File: src/rtl/wbi_pkg.sv
// Shared definitions for the Wishbone classic command-stream initiator.
// Optional bus-timeout support is enabled with the WBI_TIMEOUT_EN macro.
package wbi_pkg;

    localparam int unsigned WB_DW              = 32;
    localparam int unsigned WB_AW              = 32;
    localparam logic [31:0] ADDR_INC           = 32'd4;
    localparam int unsigned DEF_TIMEOUT_CYCLES = 255;

    typedef enum logic [1:0] {
        IDLE = 2'd0,
        BUS  = 2'd1,
        RESP = 2'd2
    } wbi_state_e;

endpackage

File: src/rtl/wbi_timeout_cnt.sv
// Watchdog for an unanswered Wishbone strobe. Counts enabled cycles since the
// last clear and flags expiry in the cycle that would bring the count to
// MAX_CYCLES, so the owner can terminate on that same edge.
module wbi_timeout_cnt #(
    parameter int unsigned MAX_CYCLES = 255
) (
    input  logic i_clk,
    input  logic i_rst,
    input  logic i_clr,
    input  logic i_en,
    output logic o_expired
);

    localparam int unsigned CW = $clog2(MAX_CYCLES + 1);

    logic [CW-1:0] r_cnt;

    // Count unanswered bus cycles; cleared whenever the owner is outside BUS.
    always_ff @(posedge i_clk) begin
        if (i_rst || i_clr) begin
            r_cnt <= '0;
        end else if (i_en) begin
            r_cnt <= r_cnt + CW'(1);
        end
    end

    assign o_expired = i_en && (r_cnt == CW'(MAX_CYCLES - 1));

endmodule

File: src/rtl/wb_initiator_seq.sv
// Wishbone B4 classic initiator: turns one command (single access, read burst
// or write fill) into a sequence of separate single-beat CYCs, with a
// single-entry response channel that back-pressures the bus.
// Define WBI_TIMEOUT_EN to force an error after TIMEOUT_CYCLES unanswered STB
// cycles; otherwise the bus waits indefinitely for ack/err.
module wb_initiator_seq
    import wbi_pkg::*;
#(
    parameter int unsigned LEN_W          = 4,
    parameter int unsigned TIMEOUT_CYCLES = DEF_TIMEOUT_CYCLES
) (
    input  logic             wb_clk_i,
    input  logic             wb_rst_i,
    input  logic             cmd_valid_i,
    output logic             cmd_ready_o,
    input  logic             cmd_we_i,
    input  logic [WB_AW-1:0] cmd_adr_i,
    input  logic [WB_DW-1:0] cmd_dat_i,
    input  logic [3:0]       cmd_sel_i,
    input  logic [LEN_W-1:0] cmd_len_i,
    output logic             rsp_valid_o,
    input  logic             rsp_ready_i,
    output logic [WB_DW-1:0] rsp_dat_o,
    output logic             rsp_err_o,
    output logic             rsp_last_o,
    output logic             wbm_cyc_o,
    output logic             wbm_stb_o,
    output logic             wbm_we_o,
    output logic [WB_AW-1:0] wbm_adr_o,
    output logic [WB_DW-1:0] wbm_dat_o,
    output logic [3:0]       wbm_sel_o,
    input  logic             wbm_ack_i,
    input  logic             wbm_err_i,
    input  logic [WB_DW-1:0] wbm_dat_i,
    output logic             busy_o
);

    wbi_state_e       r_state;
    logic [LEN_W-1:0] r_rem;
    logic             r_cyc;
    logic             r_we;
    logic [WB_AW-1:0] r_adr;
    logic [WB_DW-1:0] r_dat;
    logic [3:0]       r_sel;
    logic             r_rsp_valid;
    logic [WB_DW-1:0] r_rsp_dat;
    logic             r_rsp_err;
    logic             r_rsp_last;

    logic w_in_bus;
    logic w_tmo;
    logic w_err;
    logic w_term;
    logic w_rd_ok;

    assign w_in_bus = (r_state == BUS) && r_cyc;

`ifdef WBI_TIMEOUT_EN
    logic w_tmo_en;

    assign w_tmo_en = w_in_bus && !wbm_ack_i && !wbm_err_i;

    wbi_timeout_cnt #(
        .MAX_CYCLES(TIMEOUT_CYCLES)
    ) u_tmo (
        .i_clk    (wb_clk_i),
        .i_rst    (wb_rst_i),
        .i_clr    (r_state != BUS),
        .i_en     (w_tmo_en),
        .o_expired(w_tmo)
    );
`else
    logic w_unused_tmo;

    assign w_unused_tmo = (TIMEOUT_CYCLES == 0);
    assign w_tmo        = 1'b0;
`endif

    // err dominates ack; a timeout is reported exactly like a slave err.
    assign w_err   = wbm_err_i || w_tmo;
    assign w_term  = w_in_bus && (wbm_ack_i || w_err);
    assign w_rd_ok = !r_we && wbm_ack_i && !w_err;

    // Command accept, per-beat bus cycle, response hold and burst sequencing.
    always_ff @(posedge wb_clk_i) begin
        if (wb_rst_i) begin
            r_state     <= IDLE;
            r_rem       <= '0;
            r_cyc       <= 1'b0;
            r_we        <= 1'b0;
            r_adr       <= '0;
            r_dat       <= '0;
            r_sel       <= '0;
            r_rsp_valid <= 1'b0;
            r_rsp_dat   <= '0;
            r_rsp_err   <= 1'b0;
            r_rsp_last  <= 1'b0;
        end else begin
            case (r_state)
                IDLE: begin
                    if (cmd_valid_i) begin
                        r_we    <= cmd_we_i;
                        r_adr   <= cmd_adr_i;
                        r_dat   <= cmd_dat_i;
                        r_sel   <= cmd_sel_i;
                        r_rem   <= cmd_len_i;
                        r_cyc   <= 1'b1;
                        r_state <= BUS;
                    end
                end
                BUS: begin
                    if (w_term) begin
                        r_cyc       <= 1'b0;
                        r_rsp_valid <= 1'b1;
                        r_rsp_dat   <= w_rd_ok ? wbm_dat_i : '0;
                        r_rsp_err   <= w_err;
                        r_rsp_last  <= (r_rem == '0) || w_err;
                        r_state     <= RESP;
                    end
                end
                RESP: begin
                    if (rsp_ready_i) begin
                        r_rsp_valid <= 1'b0;
                        if (r_rsp_last) begin
                            r_state <= IDLE;
                        end else begin
                            r_rem   <= r_rem - LEN_W'(1);
                            r_adr   <= r_adr + ADDR_INC;
                            r_cyc   <= 1'b1;
                            r_state <= BUS;
                        end
                    end
                end
                default: begin
                    r_cyc   <= 1'b0;
                    r_state <= IDLE;
                end
            endcase
        end
    end

    assign cmd_ready_o = (r_state == IDLE);
    assign busy_o      = (r_state != IDLE);
    assign wbm_cyc_o   = r_cyc;
    assign wbm_stb_o   = r_cyc;
    assign wbm_we_o    = r_we;
    assign wbm_adr_o   = r_adr;
    assign wbm_dat_o   = r_dat;
    assign wbm_sel_o   = r_sel;
    assign rsp_valid_o = r_rsp_valid;
    assign rsp_dat_o   = r_rsp_dat;
    assign rsp_err_o   = r_rsp_err;
    assign rsp_last_o  = r_rsp_last;

endmodule

File: config.mk
export PLATFORM = sky130hd
export DESIGN_NAME = wb_initiator_seq
export DESIGN_NICKNAME = d
export VERILOG_FILES = /design/src/rtl/wbi_pkg.sv /design/src/rtl/wbi_timeout_cnt.sv /design/src/rtl/wb_initiator_seq.sv
export SDC_FILE = /design/constraint.sdc
export NUM_CORES = 1
export LEC_CHECK = 0
export ABC_AREA = 1
export BUFFER_PORTS_ARGS = -buffer_cell sky130_fd_sc_hd__buf_2
export CELL_PAD_IN_SITES_DETAIL_PLACEMENT = 0
export CELL_PAD_IN_SITES_GLOBAL_PLACEMENT = 1
export CORE_AREA = 2 2 136 138
export CTS_CLUSTER_SIZE = 8
export DETAILED_ROUTE_END_ITERATION = 6
export DIE_AREA = 0 0 138 140
export HOLD_SLACK_MARGIN = 0.03
export PLACE_DENSITY_LB_ADDON = 0.12
export SYNTH_ARGS = -nofsm -noshare
export SYNTH_HDL_FRONTEND = slang
export SYNTH_SLANG_ARGS = --single-unit
File: constraint.sdc
create_clock -name wb_clk_i -period 1.4 [get_ports wb_clk_i]
set_input_delay 0.28 -clock wb_clk_i [delete_from_list [all_inputs] [get_ports wb_clk_i]]
set_output_delay 0.28 -clock wb_clk_i [all_outputs]
set_load 0.05 [all_outputs]
**After elaboration in Yosys (flattened, before gate mapping)**

Index checks and enable logic that the tools add are counted.

- Reduce and logical (&&, ||, !) cells: 19
- Bitwise gates (word level): 0
- Shift-type cells: 0
- Add/sub/neg operators: 2
- $lt $le $gt $ge: 0
- Muxes and demuxes: 22
- Multipliers: 0
- Eq/ne operators: 6
- Div/mod/pow operators: 0

Operators by type and width:

| cell | count |
|---|---|
| $mux W32 | 4 |
| $pmux W32 S2 | 1 |
| $add A32 B3 Y32 const B | 1 |
| $mux W4 | 3 |
| $ne A2 B2 Y1 const B | 4 |
| $pmux W4 S2 | 1 |
| $reduce_and A4 Y1 | 2 |
| $mux W1 | 7 |
| $mux W2 | 3 |
| $pmux W2 S3 | 1 |
| $reduce_and A3 Y1 | 2 |
| $reduce_bool A2 Y1 | 3 |
| $logic_and A1 B1 Y1 | 4 |
| $logic_not A4 Y1 | 1 |
| $reduce_and A2 Y1 | 2 |
| $sub A4 B1 Y4 const B | 1 |
| $pmux W1 S3 | 1 |
| $eq A2 B1 Y1 const B | 1 |
| $eq A2 B2 Y1 const B | 1 |
| $logic_not A1 Y1 | 2 |
| $logic_not A2 Y1 | 1 |
| $logic_or A1 B1 Y1 | 2 |
| $pmux W1 S2 | 1 |

- Flip-flop bits (word level): 111
- Bits in latches: 0
- Memory bits (writable): 0
- Memory bits (read-only): 0
- Memories: 0

**Longest topological paths before layout**

- Word-level depth: 5
- Depth in mapped cells: 11
- Depth with buffers taken out: 11

**Worst setup path before layout**

OpenSTA, ideal clock, no wires.

- Path kind: register to register
- Start: register r_state[1]
- End: register r_adr[0] (netlist: wbm_adr_o[0])
- Cell stages (with the launch flop): 10
- Library setup time: 0.116 ns
- Required time: 1.284 ns
- Arrival time: 2.055 ns
- Setup slack: -0.771 ns
- Path through: dfxtp_1 buf_2 nor2_2 inv_1 nor2_2 inv_1 buf_2 buf_2 nor2_1 nor2_1

- Longest elaborated chain between the ends: 3
- Elaborated cells between the ends (all ways): 8
- Those cells by class: eq/ne (4); mux (1); reduce/logical (3)

RTL lines:

| item | line | source |
|---|---|---|
| start: declaration | wb_initiator_seq.sv:38 | `wbi_state_e r_state;` |
| start signal: assignment | wb_initiator_seq.sv:87 | `r_state <= IDLE;` |
| start signal: assignment | wb_initiator_seq.sv:108 | `r_state <= BUS;` |
| start signal: assignment | wb_initiator_seq.sv:118 | `r_state <= RESP;` |
| $logic_not A2 Y1 (*) | - |  |
| via cmd_ready_o | wb_initiator_seq.sv:15 | `output logic cmd_ready_o,` |
| $ne A2 B2 Y1 (no source line) or $reduce_bool A2 Y1 (tied branches) | - |  |
| $reduce_and A4 Y1 (no source line) | - |  |
| end signal: assignment | wb_initiator_seq.sv:103 | `r_adr <= cmd_adr_i;` |
| end signal: assignment | wb_initiator_seq.sv:128 | `r_adr <= r_adr + ADDR_INC;` |
| end: declaration | wb_initiator_seq.sv:42 | `logic [WB_AW-1:0] r_adr;` |

Mark *: on every way through the listed nets, which the timed path passes. The rest lies on a longest branch.
A chain may end at the register's enable or synchronous reset.

**Worst setup path in the final report**

- Start: register r_state[1]
- End: register r_dat[17] (netlist: wbm_dat_o[17])

- Longest elaborated chain between the ends: 2

RTL lines:

| item | line | source |
|---|---|---|
| $logic_not A2 Y1 | wb_initiator_seq.sv:99 | `case (r_state)` |
| $reduce_and A2 Y1 (no source line) | - |  |
| end signal: assignment | wb_initiator_seq.sv:104 | `r_dat <= cmd_dat_i;` |
| end: declaration | wb_initiator_seq.sv:43 | `logic [WB_DW-1:0] r_dat;` |

Every way passes these cells.

==> impl_metrics.tcl <==
set metrics [dict create \
    maxSlewViolCount 0 \
    critPathMaxFanout 8 \
    path_buf_inv 6 \
    global_route.overflow_total 0 \
    wl_per_cell_um 15.0 \
    num_antenna_cells 0 \
    drc 0 \
    clk_pin_slew_ns 0.07 \
    grt_pass1_vias 5861 \
    tightest_slew_ns 0.365 \
    area_delta_synth_final_pct 70.7 \
    cp_data_arrival_time_ns 1.85 \
    fin_setup_tns_ns -13.27 \
    num_io_pins 219 \
    nets 1195 \
    mappedNetlistArea_um2 5100 \
    synth-xor-area-share 0 \
    place_congestion 0.739 \
    met2_wirelength_um 9670 \
    routed.top_layer "met5" \
    layout_min_cycle_time_ns 1.60 \
    die_h_um 140 \
    critPathSlowestCell "dfxtp_2" \
    final.setup.worst_slack_ns -0.197 \
    critPathKind "reg -> reg" \
    dp_cells 1261 \
    grt_setup_unrepaired "yes" \
    wl_met3_um 1230 \
    yosys.area.top_type "dfxtp_1" \
    yosysWarnings 0 \
    via_per_inst 4.64 \
    finalCritPeriodShare 1.14 \
    drive_above_1_share 0.478 \
    crit_family "buffers and inverters" \
    io_buffers 218 \
    min_path_type "in -> reg" \
    violations "setup timing" \
    synth-compound-area-share 0.194 \
    max_stage_delay_ns 0.33 \
    core_um2 17800 \
    yosys_register_bits 111 \
    synth_top_family_by_area "simple AND/OR/NAND/NOR gates" \
    synth_cell_types 29 \
    p_per_area_nw_per_um2 1170 \
    fmax_mhz 626 \
    antenna_left 0 \
    tritoncts "done" \
    report.final.setup_viol 111 \
    clockBufferDepth 2 \
    synthMuxAreaShare 0 \
    final_cells 1315 \
    worstPathRequired_ns 1.65 \
    clockRootBuffer "clkbuf_16" \
    status "finished with violations" \
    vias 6104 \
    die_w_um 138 \
    grt_pass1_wl_um 29600 \
    synth_top_area_share 0.435 \
    cp-start-kind "flip-flop" \
    synthCells 772 \
    ys_seq_area_frac 0.435 \
    cts_max_level 3 \
    hold_violations 0 \
    crit_chain "buf_6 -> nor2_4 -> buf_12 -> clkinvlp_4 -> buf_6 -> nor2_4 -> clkinv_4 -> clkbuf_16 -> nor2_2 -> nor2_1" \
    synth_fa_ha_area_frac 0.00490 \
    total_power_mw 10.2 \
    first_iter_violations 165 \
    routed_wl_um 19700 \
    syn_nets 885 \
    start_util 0.287 \
    r2r_slack_ns -0.20 \
    endpoint_kind "flip-flop" \
    dieArea_um2 19300 \
    drv_cap 0 \
    synth_area_leaders "dfxtp_1 (44%), nor2_1 (14%), nand2_1 (11%)" \
    clock_skew_ns 0.00764 \
    cts_made_buffers 9 \
    grt_max_degree 60 \
    grt_usage 0.187 \
    clock_latency_ns 0.36 \
    wl_met1_um 8650 \
    slew_headroom 0.757 \
    dpl_worst_slack_ns -0.105 \
    dr.pass1.iters 4 \
    synth_area_per_cell_um2 6.61 \
    yosys.area_share.simple 0.300 \
    grt_antenna_before_repair 3 \
    p_leak_nw 3.95 \
    vdd_drop_max_mv 0.822 \
    clkSinkCount 111 \
    dp_hpwl_um 12900 \
    rows 49 \
    fin_hold_ws_ns 0.109 \
]
[logic make-up (layout without fill, tap and decap cells)]
logic type,count (synthesis),count (layout)
and+or+nand+nor,386,386
AOI/OAI and AO/OA,191,191
DFF,111,111
buffers and inverters,82,396
adders and majority gates,2,2
[report_power, final]
| part | internal [mW] | total [mW] | switching [mW] |
|---|---|---|---|
| registers | 3.52 | 3.77 | 0.248 |
| logic | 1.47 | 3.92 | 2.45 |
| clock network | 1.23 | 2.54 | 1.31 |
| total | 6.22 | 10.2 | 4.00 |
[worst register-to-register path: stages (launching register included)]
cell	delay, ns
dfxtp_2	0.33
buf_6	0.12
nor2_4	0.12
buf_12	0.11
clkinvlp_4	0.09
buf_6	0.12
nor2_4	0.12
clkinv_4	0.15
clkbuf_16	0.21
nor2_2	0.08
nor2_1	0.05
[registers in the layout, indices dropped and copies added, names as in the netlist]
| name | flops |
|---|---|
| rsp_dat_o | 32 |
| wbm_adr_o | 32 |
| wbm_dat_o | 32 |
| r_rem | 4 |
| wbm_sel_o | 4 |
| r_state | 2 |
| rsp_err_o | 1 |
| rsp_last_o | 1 |
| rsp_valid_o | 1 |
| wbm_cyc_o | 1 |
| wbm_we_o | 1 |
[stage by stage]
stage	area (um2)	utilization
after global placement	7270	0.409
after global routing	8720	0.490
after floorplan	5380	-
final	8720	0.490
after detailed placement	7270	0.409
after CTS	8040	0.452
[cell type report]
type	instances	area, um2
inverters	40	184
fillers	1890	9060
repair buffers	340	2540
clock buffers	10	229
repair inverters	1	11.3
well taps	229	287
multi-input cells	579	3130
clock inverters	5	45.0
flip-flops and latches	111	2290
[synthesized netlist by cell type]
library cell	instances
o22ai_1	7
buf_6	1
nand3_1	33
ha_1	2
clkbuf_2	1
o211ai_1	1
o21bai_1	1
nand2_1	146
buf_4	1
a31oi_1	2
inv_2	4
nor2_1	193
nor3_1	1
nand2_2	3
nor2_2	3
dfxtp_1	111
and2_1	3
clkbuf_1	27
a211oi_1	2
inv_4	1
nand3b_1	2
o21ai_0	100
inv_1	35
nor2_4	1
buf_2	10
buf_1	2
nor3b_1	1
a21oi_1	73
o21a_1	5
[per-layer routing]
layer / track usage / vias up
met4: 0.0387 / 6
met5: 0 / -
li1: - / 3142
met3: 0.0581 / 16
met2: 0.326 / 152
met1: 0.228 / 2788
[what timing repair did]
| action | CTS | global route |
|---|---|---|
| pin swaps | 11 | 28 |
| setup buffers | 13 | 10 |
| gates cloned | 4 | 13 |
| resized for setup | 113 | 116 |
| endpoints found under the hold margin | 0 | 0 |
| hold buffers | 0 | 0 |
| setup endpoints to repair | 100 | 122 |
[worst paths after layout]
check                                from                    endpoint  cells after the start
setup / recovery  r_state[1]$_SDFFE_PP0P_  wbm_dat_o[17]$_SDFFE_PP0P_                     10
setup reg to reg  r_state[1]$_SDFFE_PP0P_  wbm_dat_o[17]$_SDFFE_PP0P_                     10
hold reg to reg    rsp_err_o$_SDFFE_PP0P_      rsp_err_o$_SDFFE_PP0P_                      2
hold / removal                rsp_ready_i    rsp_valid_o$_SDFFE_PP0P_                      2
[placed cells by master, fill, tap and decap left out, drive strengths merged, types with 3 or more instances in the layout]
cell type / count
nor2: 197
dfxtp: 111
nand3: 33
o21ai: 100
clkinv: 3
o21a: 5
buf: 321
nand2: 149
inv: 41
o22ai: 7
a21oi: 73
clkbuf: 29
and2: 3
Power figures use the tool's default switching activity.
